==> src/rtl/rtc_display_scanner.sv <==
// rtc_display_scanner: snapshots BCD hh:mm:ss on a load strobe and scans the six
// digits onto a shared 7-segment bus with one-hot enables, colon and sticky error flag.
module rtc_display_scanner #(
   parameter int SCAN_DIV   = 4,
   parameter bit BLANK_LEAD = 1'b1
) (
   input  logic       clk,
   input  logic       rst,
   input  logic [7:0] sec,
   input  logic [7:0] min,
   input  logic [7:0] hr,
   input  logic       load,
   output logic [6:0] seg,
   output logic [5:0] an,
   output logic       colon,
   output logic       bcd_err
);
   logic [7:0]  snap_sec_q, snap_sec_d, snap_min_q, snap_min_d, snap_hr_q, snap_hr_d;
   logic [15:0] pc_q, pc_d;
   logic [2:0]  di_q, di_d;
   logic [6:0]  seg_q, seg_d;
   logic [5:0]  an_q, an_d;
   logic        colon_q, colon_d, err_q, err_d;
   logic        slot_end, bad;
   logic [3:0]  nib;

   function automatic logic [6:0] seg7(input logic [3:0] n);
      case (n)
         4'd0:    seg7 = 7'b1111110;
         4'd1:    seg7 = 7'b0110000;
         4'd2:    seg7 = 7'b1101101;
         4'd3:    seg7 = 7'b1111001;
         4'd4:    seg7 = 7'b0110011;
         4'd5:    seg7 = 7'b1011011;
         4'd6:    seg7 = 7'b1011111;
         4'd7:    seg7 = 7'b1110000;
         4'd8:    seg7 = 7'b1111111;
         4'd9:    seg7 = 7'b1111011;
         default: seg7 = 7'b0000001;
      endcase
   endfunction

   always_comb begin
      snap_sec_d = load ? sec : snap_sec_q;
      snap_min_d = load ? min : snap_min_q;
      snap_hr_d  = load ? hr  : snap_hr_q;
      bad = sec[3:0] > 4'd9 || sec[7:4] > 4'd5 || min[3:0] > 4'd9 || min[7:4] > 4'd5 ||
            hr[3:0] > 4'd9 || hr[7:4] > 4'd2 || (hr[7:4] == 4'd2 && hr[3:0] > 4'd3);
      err_d = err_q | (load & bad);
      slot_end = pc_q == 16'(SCAN_DIV - 1);
      pc_d = slot_end ? '0 : pc_q + 16'd1;
      di_d = slot_end ? ((di_q == 3'd5) ? '0 : di_q + 3'd1) : di_q;
      nib = (di_q == 3'd0) ? snap_sec_q[3:0] :
            (di_q == 3'd1) ? snap_sec_q[7:4] :
            (di_q == 3'd2) ? snap_min_q[3:0] :
            (di_q == 3'd3) ? snap_min_q[7:4] :
            (di_q == 3'd4) ? snap_hr_q[3:0]  : snap_hr_q[7:4];
      // pc==0 is a dark cycle between digits so the previous digit does not ghost
      an_d = (pc_q == '0) ? '0 : 6'd1 << di_q;
      seg_d = (pc_q == '0 || (BLANK_LEAD && di_q == 3'd5 && snap_hr_q[7:4] == 4'd0)) ? '0 : seg7(nib);
      colon_d = ~snap_sec_q[0];
   end

   always_ff @(posedge clk or posedge rst) begin
      if (rst) begin
         snap_sec_q <= '0;
         snap_min_q <= '0;
         snap_hr_q  <= '0;
         pc_q       <= '0;
         di_q       <= '0;
         seg_q      <= '0;
         an_q       <= '0;
         colon_q    <= 1'b0;
         err_q      <= 1'b0;
      end else begin
         snap_sec_q <= snap_sec_d;
         snap_min_q <= snap_min_d;
         snap_hr_q  <= snap_hr_d;
         pc_q       <= pc_d;
         di_q       <= di_d;
         seg_q      <= seg_d;
         an_q       <= an_d;
         colon_q    <= colon_d;
         err_q      <= err_d;
      end
   end

   assign seg     = seg_q;
   assign an      = an_q;
   assign colon   = colon_q;
   assign bcd_err = err_q;
endmodule

==> config.mk <==
export PLATFORM = sky130hd
export DESIGN_NAME = rtc_display_scanner
export DESIGN_NICKNAME = d
export VERILOG_FILES = /design/src/rtl/rtc_display_scanner.sv
export SDC_FILE = /design/constraint.sdc
export NUM_CORES = 1
export LEC_CHECK = 0
export CORE_MARGIN = 2
export CORE_UTILIZATION = 25
export CTS_CLUSTER_DIAMETER = 40
export CTS_CLUSTER_SIZE = 40
export DETAILED_ROUTE_END_ITERATION = 8
export SLEW_MARGIN = 20
export SYNTH_ARGS = -nofsm -noshare
export SYNTH_HDL_FRONTEND = slang
export SYNTH_SLANG_ARGS = --single-unit
==> constraint.sdc <==
create_clock -name clk -period 2.4 [get_ports clk]
set_input_delay 0.36 -clock clk [delete_from_list [all_inputs] [get_ports clk]]
set_output_delay 0.36 -clock clk [all_outputs]
set_load 0.05 [all_outputs]
# Word level (Yosys, flattened, before mapping)
# Memory sizes are Yosys's and may differ from the RTL's.
# Index checks and enable logic that the tools add are counted.
[word_totals] ff_bits=58 romBits=112 inputBits=27 out_inout_bits=15 elab_cells=51 memories=1
[classes] addsub=2 n_lt_le_gt_ge=7 eq_ne=7 shifts=1 mux=9 bitwise=3 n_reduce_logical=12
[mem_list] memory="(name not given)" words=16 word_bits=7 rd=1 rd_clocked_by_memory_dff=0 write_ports=0 line_no="28" text="case (n)"
[op_table] operator="two-way mux 4 bit" n=5
[op_table] operator="adder 16 x 1 -> 16 bit (second input constant)" n=1
[op_table] operator="== test 16 x 2 -> 1 bit (second input constant)" n=1
[op_table] operator="logical NOT 16 bit" n=1
[op_table] operator="two-way mux 16 bit" n=1
[op_table] operator="greater-than comparator 4 bit (second input constant)" n=3
[op_table] operator="greater-than comparator 4 x 2 -> 1 bit (second input constant)" n=2
[op_table] operator="greater-than comparator 4 x 3 -> 1 bit (second input constant)" n=2
[op_table] operator="logical OR 1 bit" n=7
[op_table] operator="two-way mux 7 bit" n=1
[op_table] operator="== test 3 x 2 -> 1 bit (second input constant)" n=2
[op_table] operator="== test 3 bit (second input constant)" n=2
[op_table] operator="two-way mux 6 bit" n=1
[op_table] operator="<< shifter 1 x 3 -> 6 bit (first input constant)" n=1
[op_table] operator="== test 4 x 2 -> 1 bit (second input constant)" n=1
[op_table] operator="logical NOT 4 bit" n=1
[op_table] operator="adder 3 x 1 -> 3 bit (second input constant)" n=1
[op_table] operator="== test 3 x 1 -> 1 bit (second input constant)" n=1
[op_table] operator="logical NOT 3 bit" n=1
[op_table] operator="two-way mux 3 bit" n=1
[op_table] operator="logical AND 1 bit" n=2
[op_table] operator="AND 1 bit" n=1
[op_table] operator="NOT 1 bit" n=1
[op_table] operator="OR 1 bit" n=1

# Logic depth before layout (Yosys ltp)
# Gate-level depths: netlist (run 1).
[logic_depth] word_depth=9 ltp_mapped=11 ltp_nobuf=10

# Least setup slack after synthesis (run 1)
# No wires, ideal clock.
[synth_path] path_type="register to register" start="register di_q[2]" end="register seg_q[0], in the netlist seg[0]" setup_time_ps=94 t_arrival_ps=2239 required_time_ps=2306 path_slack_ps=67 path_stages_with_launch=11 path_buffers=2 synth_period_minus_slack_ps=2333 path_cell_list="dfrtp_1 > clkbuf_1 > inv_1 > ha_1 > inv_1 > o21ai_0 > nor2b_1 > or3_1 > buf_2 > and3_1 > a211oi_1"
[synth_via] elab_chain_len=8 elab_cells_between_ends=15 classes_between="eq/ne: 5; mux: 6; reduce/logical: 3; memory: 1"
[synth_rtl] item="from (decl)" line_no="20" text="logic [2:0] di_q, di_d;"
[synth_rtl] item="from (signal assigned)" line_no="80" text="di_q <= di_d;"
[synth_rtl] item="== test 3 bit" line_no="57" text="(di_q == 3'd4) ? snap_hr_q[3:0] : snap_hr_q[7:4];"
[synth_rtl] item="two-way mux 4 bit" line_no="57"
[synth_rtl] item="two-way mux 4 bit" line_no="56" text="(di_q == 3'd3) ? snap_min_q[7:4] :"
[synth_rtl] item="two-way mux 4 bit" line_no="55" text="(di_q == 3'd2) ? snap_min_q[3:0] :"
[synth_rtl] item="two-way mux 4 bit" line_no="54" text="(di_q == 3'd1) ? snap_sec_q[7:4] :"
[synth_rtl] item="two-way mux 4 bit" line_no="53" text="nib = (di_q == 3'd0) ? snap_sec_q[3:0] :"
[synth_rtl] item="memory read (16 x 7 bit)"
[synth_rtl] item="two-way mux 7 bit (*)" line_no="60" text="seg_d = (pc_q == '0 || (BLANK_LEAD && di_q == 3'd5 && snap_hr_q[7:4] == 4'd0)) ? '0 : seg7(nib);"
[synth_rtl] item="via seg_d[0]" line_no="21" text="logic [6:0] seg_q, seg_d;"
[synth_rtl] item="to (signal assigned)" line_no="81" text="seg_q <= seg_d;"
[synth_rtl] item="to (decl)" line_no="21"
# The timed path passes the listed nets; every way through them passes the cells marked *.
# A chain may end at the register's enable or synchronous reset.

# Worst setup path after layout (run 1)
[layout_path] start="register di_q[0]" end="register seg_q[1], in the netlist seg[1]"
# Same word-level chain as after synthesis.

==> results of run 1 <==
==> sequential cells by signal, indices dropped and copies added (netlist names) <==
register / cells
snap_min_q: 8
bcd_err: 1
snap_hr_q: 8
seg: 7
pc_q: 16
di_q: 3
snap_sec_q: 8
colon: 1
an: 6
==> worst min-delay path by stage <==
stage	startpoint	to	slack [ns]	cells past startpoint
floorplan	snap_sec_q[0]	colon	0.39	1
global placement	snap_sec_q[0]	colon	0.42	1
detailed placement	snap_sec_q[0]	colon	0.42	1
CTS	rst	pc_q[9]	0.42	3
global route	snap_sec_q[0]	colon	0.44	1
finish	rst	pc_q[5]	0.42	3
==> final cells by class <==
type,count,share of cell area
clock buffers,12,0.03981
clock inverters,3,0.01098
inverters,9,0.009266
multi-input cells,163,0.3528
flip-flops and latches,58,0.3984
well taps,140,0.04804
repair buffers,53,0.1407
==> Yosys cell counts, types with 2 or more instances <==
| master | instances | share of area |
|---|---|---|
| a211oi_1 | 2 | 0.0053 |
| mux2i_1 | 5 | 0.018 |
| o21ai_0 | 7 | 0.012 |
| inv_2 | 2 | 0.0027 |
| nor4_1 | 5 | 0.011 |
| clkbuf_1 | 2 | 0.0027 |
| xnor2_1 | 10 | 0.031 |
| ha_1 | 8 | 0.036 |
| o2bb2ai_1 | 2 | 0.0062 |
| nand3_1 | 9 | 0.016 |
| mux2_2 | 24 | 0.096 |
| a21oi_1 | 8 | 0.014 |
| nor3b_1 | 3 | 0.0080 |
| dfrtp_1 | 58 | 0.52 |
| inv_1 | 7 | 0.0093 |
| nor2_1 | 11 | 0.015 |
| buf_2 | 4 | 0.0071 |
| nand2b_1 | 5 | 0.011 |
| o21ai_1 | 2 | 0.0036 |
| and2_1 | 6 | 0.013 |
| nand2_1 | 13 | 0.017 |
| and3_1 | 6 | 0.013 |
| a21o_1 | 6 | 0.016 |
| o211ai_1 | 2 | 0.0053 |
| xor2_1 | 4 | 0.012 |
| buf_1 | 2 | 0.0027 |
| nor2b_1 | 4 | 0.0089 |
==> worst min-delay path, stage by stage <==
cell,delay (ns)
clkdlybuf4s50_1,0.42
inv_2,0.07
buf_12,0.28
==> cells by family (layout without fill, tap and decap cells) <==
group | Yosys count | count (layout) | share of synthesized area
muxes | 29 | 29 | 0.1139
AOI/OAI and AO/OA | 40 | 40 | 0.1134
DFF | 58 | 58 | 0.5160
buffers and inverters | 18 | 77 | 0.02847
xor gates and xnor gates | 14 | 14 | 0.04359
and+or+nand+nor | 72 | 72 | 0.1490
adders and majority gates | 8 | 8 | 0.03559
==> per-stage QoR <==
step | setup slack (ns) | cells | util
6_report | 0.1631 | 438 | 0.3349
5_1_grt | 0.02383 | 438 | 0.3349
4_1_cts | 0.03796 | 435 | 0.3322
3_5_place_dp | 0.06283 | 420 | 0.3152
3_3_place_gp | 0.05606 | 420 | 0.3152
2_1_floorplan | 0.06695 | 239 | -
==> power by group through the flow <==
stage               registers [mW]  clock network, mW  logic [mW]
floorplan                     1.06                  0       0.155
global placement              1.07                  0       0.248
detailed placement            1.07                  0       0.253
CTS                           1.05              0.894       0.255
global route                  1.06              0.929       0.288
finish                        1.05              0.853       0.260
==> per-layer routing <==
layer,vias up,part of all wire
li1,955,-
met4,0,0.012
met5,-,0
met3,5,0.049
met2,40,0.47
met1,941,0.47
==> timing repair <==
action | CTS | global route
setup endpoints to repair | 0 | 6
gates resized for setup | 0 | 3
setup buffers | 0 | 3
==> impl_metrics.env, run 1 <==
export IMPL_critPathBufInv=2
export IMPL_wl_per_cell_um=13.82
export IMPL_setup_viol=0
export IMPL_power_frac_seq=0.486
export IMPL_path_delay_family="compound AO/OA/AOI/OAI gates"
export IMPL_crit_path_end_kind="register"
export IMPL_core_area_mm2=0.01089
export IMPL_rr_worst_depth=9
export IMPL_post_route_period_util=0.9320
export IMPL_routed_wl_mm=6.055
export IMPL_insertion_delay_ns=0.33
export IMPL_seq_area_mm2=0.001453
export IMPL_dp_hpwl_mm=4.504
export IMPL_stdcell_area_mm2=0.003646
export IMPL_r2r_end="seg[1]"
export IMPL_via_count=1941
export IMPL_final_common_cell="dfrtp_1"
export IMPL_root_buffer="clkbuf_8"
export IMPL_critPathSlowestCell="dfrtp_1"
export IMPL_timing_rr_start="di_q[0]"
export IMPL_use_met2=0.1753
export IMPL_status="complete, no violations"
export IMPL_power_frac_clock=0.394
export IMPL_fmax_mhz=447.1
export IMPL_fillCellCount=1077
export IMPL_io_pins=42
export IMPL_grt_pass1_vias=2073
export IMPL_drv_slew=0
export IMPL_worst_slew_pin_slew_ns=0.6761
export IMPL_endpoint="seg[1]"
export IMPL_netlist_area_mm2=0.002813
export IMPL_hold_buffers=0
export IMPL_dieArea_mm2=0.01212
export IMPL_max_stage_delay_ns=0.43
export IMPL_cts_inserted_buffers=9
export IMPL_path_class="reg2reg"
export IMPL_grt_overflow=0
export IMPL_antenna_found_initial=0
export IMPL_synth_cell_types=49
export IMPL_reg2reg_slack_ns=0.16
export IMPL_synth_seq_cells=58
export IMPL_synth_edf_count=0
export IMPL_avgSynthCellArea_um2=11.77
export IMPL_grt_util_met3=0.03880
export IMPL_place_area_mm2=0.003432
export IMPL_finalPower_mw=2.165
export IMPL_mostFrequentLayoutCells="dfrtp_1 (57), clkdlybuf4s50_1 (41), mux2_2 (24)"
export IMPL_synth_sequential_area_ratio=0.5160
export IMPL_switchingPower_mw=0.5016
export IMPL_drive_gt1_frac=0.2114
export IMPL_arrival_ns=2.48
export IMPL_dieWidth_um=110.1
export IMPL_io_buffers=41
export IMPL_initial_core_util=0.2583
export IMPL_maxSlewHeadroom=0.5483
export IMPL_p_leak_nw=1.582
export IMPL_p_per_area_mw_per_mm2=593.9
export IMPL_grt_max_degree=59
export IMPL_drc_errors=0
export IMPL_routabilityCongestion=0.7866
export IMPL_critPathMaxFanout=14
export IMPL_drtPass1Iterations=4
export IMPL_p_sw_frac=0.2316
export IMPL_drtIter0Drc=83
export IMPL_rsz0062_at_grt="no"
export IMPL_antenna_cells=0
export IMPL_fin_skew_ns=0.006990
export IMPL_grtUsageMet1=0.1416
export IMPL_crit_path_start="di_q[0]"
export IMPL_synth_flop_cell="dfrtp_1"
export IMPL_required_ns=2.65
export IMPL_cts_max_path_buffers=2
export IMPL_viasPerCell=4.432
export IMPL_tns_ns=0
export IMPL_grt_use_total=0.1104
export IMPL_hold_slack_ns=0.4155
export IMPL_die_height_um=110.1
export IMPL_period_minus_slack_ns=2.237
export IMPL_async_flop_share=1.000
export IMPL_htree_levels=3
export IMPL_clock_sinks=58
export IMPL_worstSetupStartpointType="register"
export IMPL_min_path_type="in2async"
export IMPL_crit_chain="buf_4 > or3b_1 > o21ai_0 > a21oi_1 > o21ai_2 > inv_1 > ha_1 > nand2b_1 > a31oi_1"
export IMPL_rows=38
export IMPL_multiInputGateArea_mm2=0.001286
export IMPL_cts_tree="done"
export IMPL_combPwrFrac=0.120
export IMPL_clk_pin_slew_worst_paths_ns=0.06
export IMPL_vdd_drop_max_v=0.0003000
export IMPL_syn_nets=274
export IMPL_top_usage_layer="met2"
export IMPL_ys_warn_count=0
export IMPL_area_growth_syn_to_layout_pct=29.63
export IMPL_crit_cells=9
export IMPL_hold_violations=0
export IMPL_synth_cells=239
export IMPL_grt_pass1_wl_mm=10.15
export IMPL_nets=329
export IMPL_ant_nets=0
export IMPL_cap_violations=0
export IMPL_internal_power_mw=1.664
(Power assumes the default switching activity.)
==> run 2: changes to the inputs <==
ABC_AREA = 1   (was default)
==> impl_metrics.env, run 2 <==
export IMPL_cts_max_path_buffers=2
export IMPL_synth_edf_count=0
export IMPL_nets=442
export IMPL_crit_path_start="di_q[2]"
export IMPL_insertion_delay_ns=0.32
export IMPL_routabilityCongestion=0.8593
export IMPL_initial_core_util=0.2571
export IMPL_clock_sinks=58
export IMPL_worst_slew_pin_slew_ns=0.6169
export IMPL_arrival_ns=2.37
export IMPL_p_leak_nw=1.915
export IMPL_dp_hpwl_mm=4.795
export IMPL_htree_levels=3
export IMPL_netlist_area_mm2=0.002935
export IMPL_largest_register_ffs=16
export IMPL_multiInputGateArea_mm2=0.001206
export IMPL_drtIter0Drc=88
export IMPL_async_flop_share=1.000
export IMPL_synth_seq_cells=58
export IMPL_grt_max_degree=37
export IMPL_ant_nets=0
export IMPL_dieWidth_um=112.4
export IMPL_synth_cell_types=34
export IMPL_rows=39
export IMPL_dieArea_mm2=0.01262
export IMPL_vdd_drop_max_v=0.0002502
export IMPL_critPathMaxFanout=8
export IMPL_status="complete, no violations"
export IMPL_grt_pass1_wl_mm=11.28
export IMPL_rsz0062_at_grt="no"
export IMPL_hold_buffers=0
export IMPL_wl_per_cell_um=11.30
export IMPL_maxSlewHeadroom=0.5875
export IMPL_synth_most_common_cell="nand2_1"
export IMPL_synth_common_cells="nand2_1 (74), inv_1 (64), dfrtp_1 (58), nor2_1 (37)"
export IMPL_synth_flop_cell="dfrtp_1"
export IMPL_antenna_cells=0
export IMPL_cts_tree="done"
export IMPL_r2r_end="seg[3]"
export IMPL_avgSynthCellArea_um2=8.292
export IMPL_timing_rr_start="di_q[2]"
export IMPL_hold_violations=0
export IMPL_io_pins=42
export IMPL_fillCellCount=1209
export IMPL_synth_largest_area_cell="dfrtp_1"
export IMPL_io_buffers=41
export IMPL_ys_warn_count=0
export IMPL_cap_violations=0
export IMPL_clk_pin_slew_worst_paths_ns=0.05
export IMPL_fmax_mhz=472.2
export IMPL_crit_path_end_kind="register"
export IMPL_die_height_um=112.4
export IMPL_post_cts_setup_buffers=0
export IMPL_period_minus_slack_ns=2.118
export IMPL_synth_cells=354
export IMPL_post_route_period_util=0.8824
export IMPL_drv_slew=0
export IMPL_syn_nets=389
export IMPL_antenna_found_initial=0
export IMPL_drc_errors=0
export IMPL_p_per_area_mw_per_mm2=650.8
export IMPL_reg2reg_slack_ns=0.28
export IMPL_grt_overflow=0
export IMPL_path_class="reg2reg"
export IMPL_ctsResizeCount=0
export IMPL_grt_use_total=0.1115
export IMPL_hold_slack_ns=0.3927
export IMPL_synth_sequential_area_ratio=0.4945
export IMPL_routed_wl_mm=6.270
export IMPL_seq_area_mm2=0.001451
export IMPL_area_growth_syn_to_layout_pct=31.29
export IMPL_setup_viol=0
export IMPL_drive_gt1_frac=0.1262
export IMPL_viasPerCell=4.258
export IMPL_min_path_type="in2async"
export IMPL_cts_inserted_buffers=9
export IMPL_drtPass1Iterations=4
export IMPL_synth_area_leaders="dfrtp_1 (49%), nand2_1 (9.5%), inv_1 (8.2%), nor2_1 (4.7%), nand3_1 (4.6%)"
export IMPL_required_ns=2.65
export IMPL_rr_worst_depth=15
export IMPL_top_register="pc_q"
export IMPL_via_count=2363
export IMPL_root_buffer="clkbuf_16"
export IMPL_worstSetupStartpointType="register"
export IMPL_core_area_mm2=0.01142
export IMPL_fin_skew_ns=0.006773
export IMPL_grt_pass1_vias=2415
export IMPL_synth_top_area_share=0.4945
export IMPL_final_common_cell="nand2_1"
export IMPL_tns_ns=0
export IMPL_mostFrequentLayoutCells="nand2_1 (74), inv_1 (62), dfrtp_1 (58)"
## run 2: layout make-up
| type | instances | area share |
|---|---|---|
| Tap cell | 143 | 0.04643 |
| Clock inverter | 5 | 0.01429 |
| Clock buffer | 11 | 0.06039 |
| Multi-Input combinational cell | 223 | 0.3130 |
| Sequential cell | 58 | 0.3766 |
| Inverter | 67 | 0.06591 |
| Timing Repair Buffer | 48 | 0.1234 |
## run 2: metal layers
| metal | vias to the layer above | part of all wire | global-route usage |
|---|---|---|---|
| met5 | - | 0 | 0 |
| met4 | 0 | 0.0067 | 0.03902 |
| met3 | 6 | 0.049 | 0.03672 |
| met2 | 56 | 0.45 | 0.1699 |
| met1 | 1083 | 0.49 | 0.1492 |
| li1 | 1218 | - | - |
## run 2: how the worst max path moves through the flow
stage	end	slack [ns]
after floorplan	seg[3]	0.26
after global placement	seg[3]	0.28
after detailed placement	seg[3]	0.22
after CTS	seg[3]	0.18
after global routing	seg[3]	0.02
final	seg[3]	0.28
## run 2: critical path: stages, from the launching register on
cell and delay (ns):
dfrtp_1 0.37, inv_1 0.11, ha_2 0.23, inv_2 0.09, o21ai_0 0.15, inv_1 0.05, nand2_1 0.06, nand3_1 0.07
nand2_1 0.06, nand2_1 0.05, nand2_1 0.12, inv_1 0.10, ha_1 0.30, nor2_1 0.14, nor2_1 0.06, nor2_1 0.08
## run 2: power by group
group / internal, mW / total [mW] / switching (mW)
Combinational: 0.101 / 0.234 / 0.133
Clock: 0.799 / 1.23 / 0.436
Sequential: 1.02 / 1.04 / 0.0199
Total: 1.92 / 2.51 / 0.589
## run 2: cells by family after synthesis
group	count (synthesis)	share of synthesized area
adders and majority gates	8	0.03410
DFF	58	0.4945
buffers and inverters	73	0.09549
AOI/OAI and AO/OA	40	0.07972
xor gates and xnor gates	7	0.02089
muxes	4	0.01534
and+or+nand+nor	164	0.2600
## run 2: per-stage QoR
step	cells	setup WS, ns	power, mW	utilization	cell area, µm²
after floorplan	354	0.2607	1.193	-	2935
after global placement	539	0.2849	1.287	0.3121	3563
after detailed placement	539	0.2163	1.293	0.3121	3563
after CTS	555	0.1769	2.552	0.3373	3851
after global routing	555	0.01573	2.631	0.3375	3854
final	555	0.2822	2.508	0.3375	3854
==> run 3: changes to the inputs <==
SKIP_CTS_REPAIR_TIMING = 1   (was default)
==> results of run 3 <==
The final DEF is identical to that of run 2; final timing and power are the same.
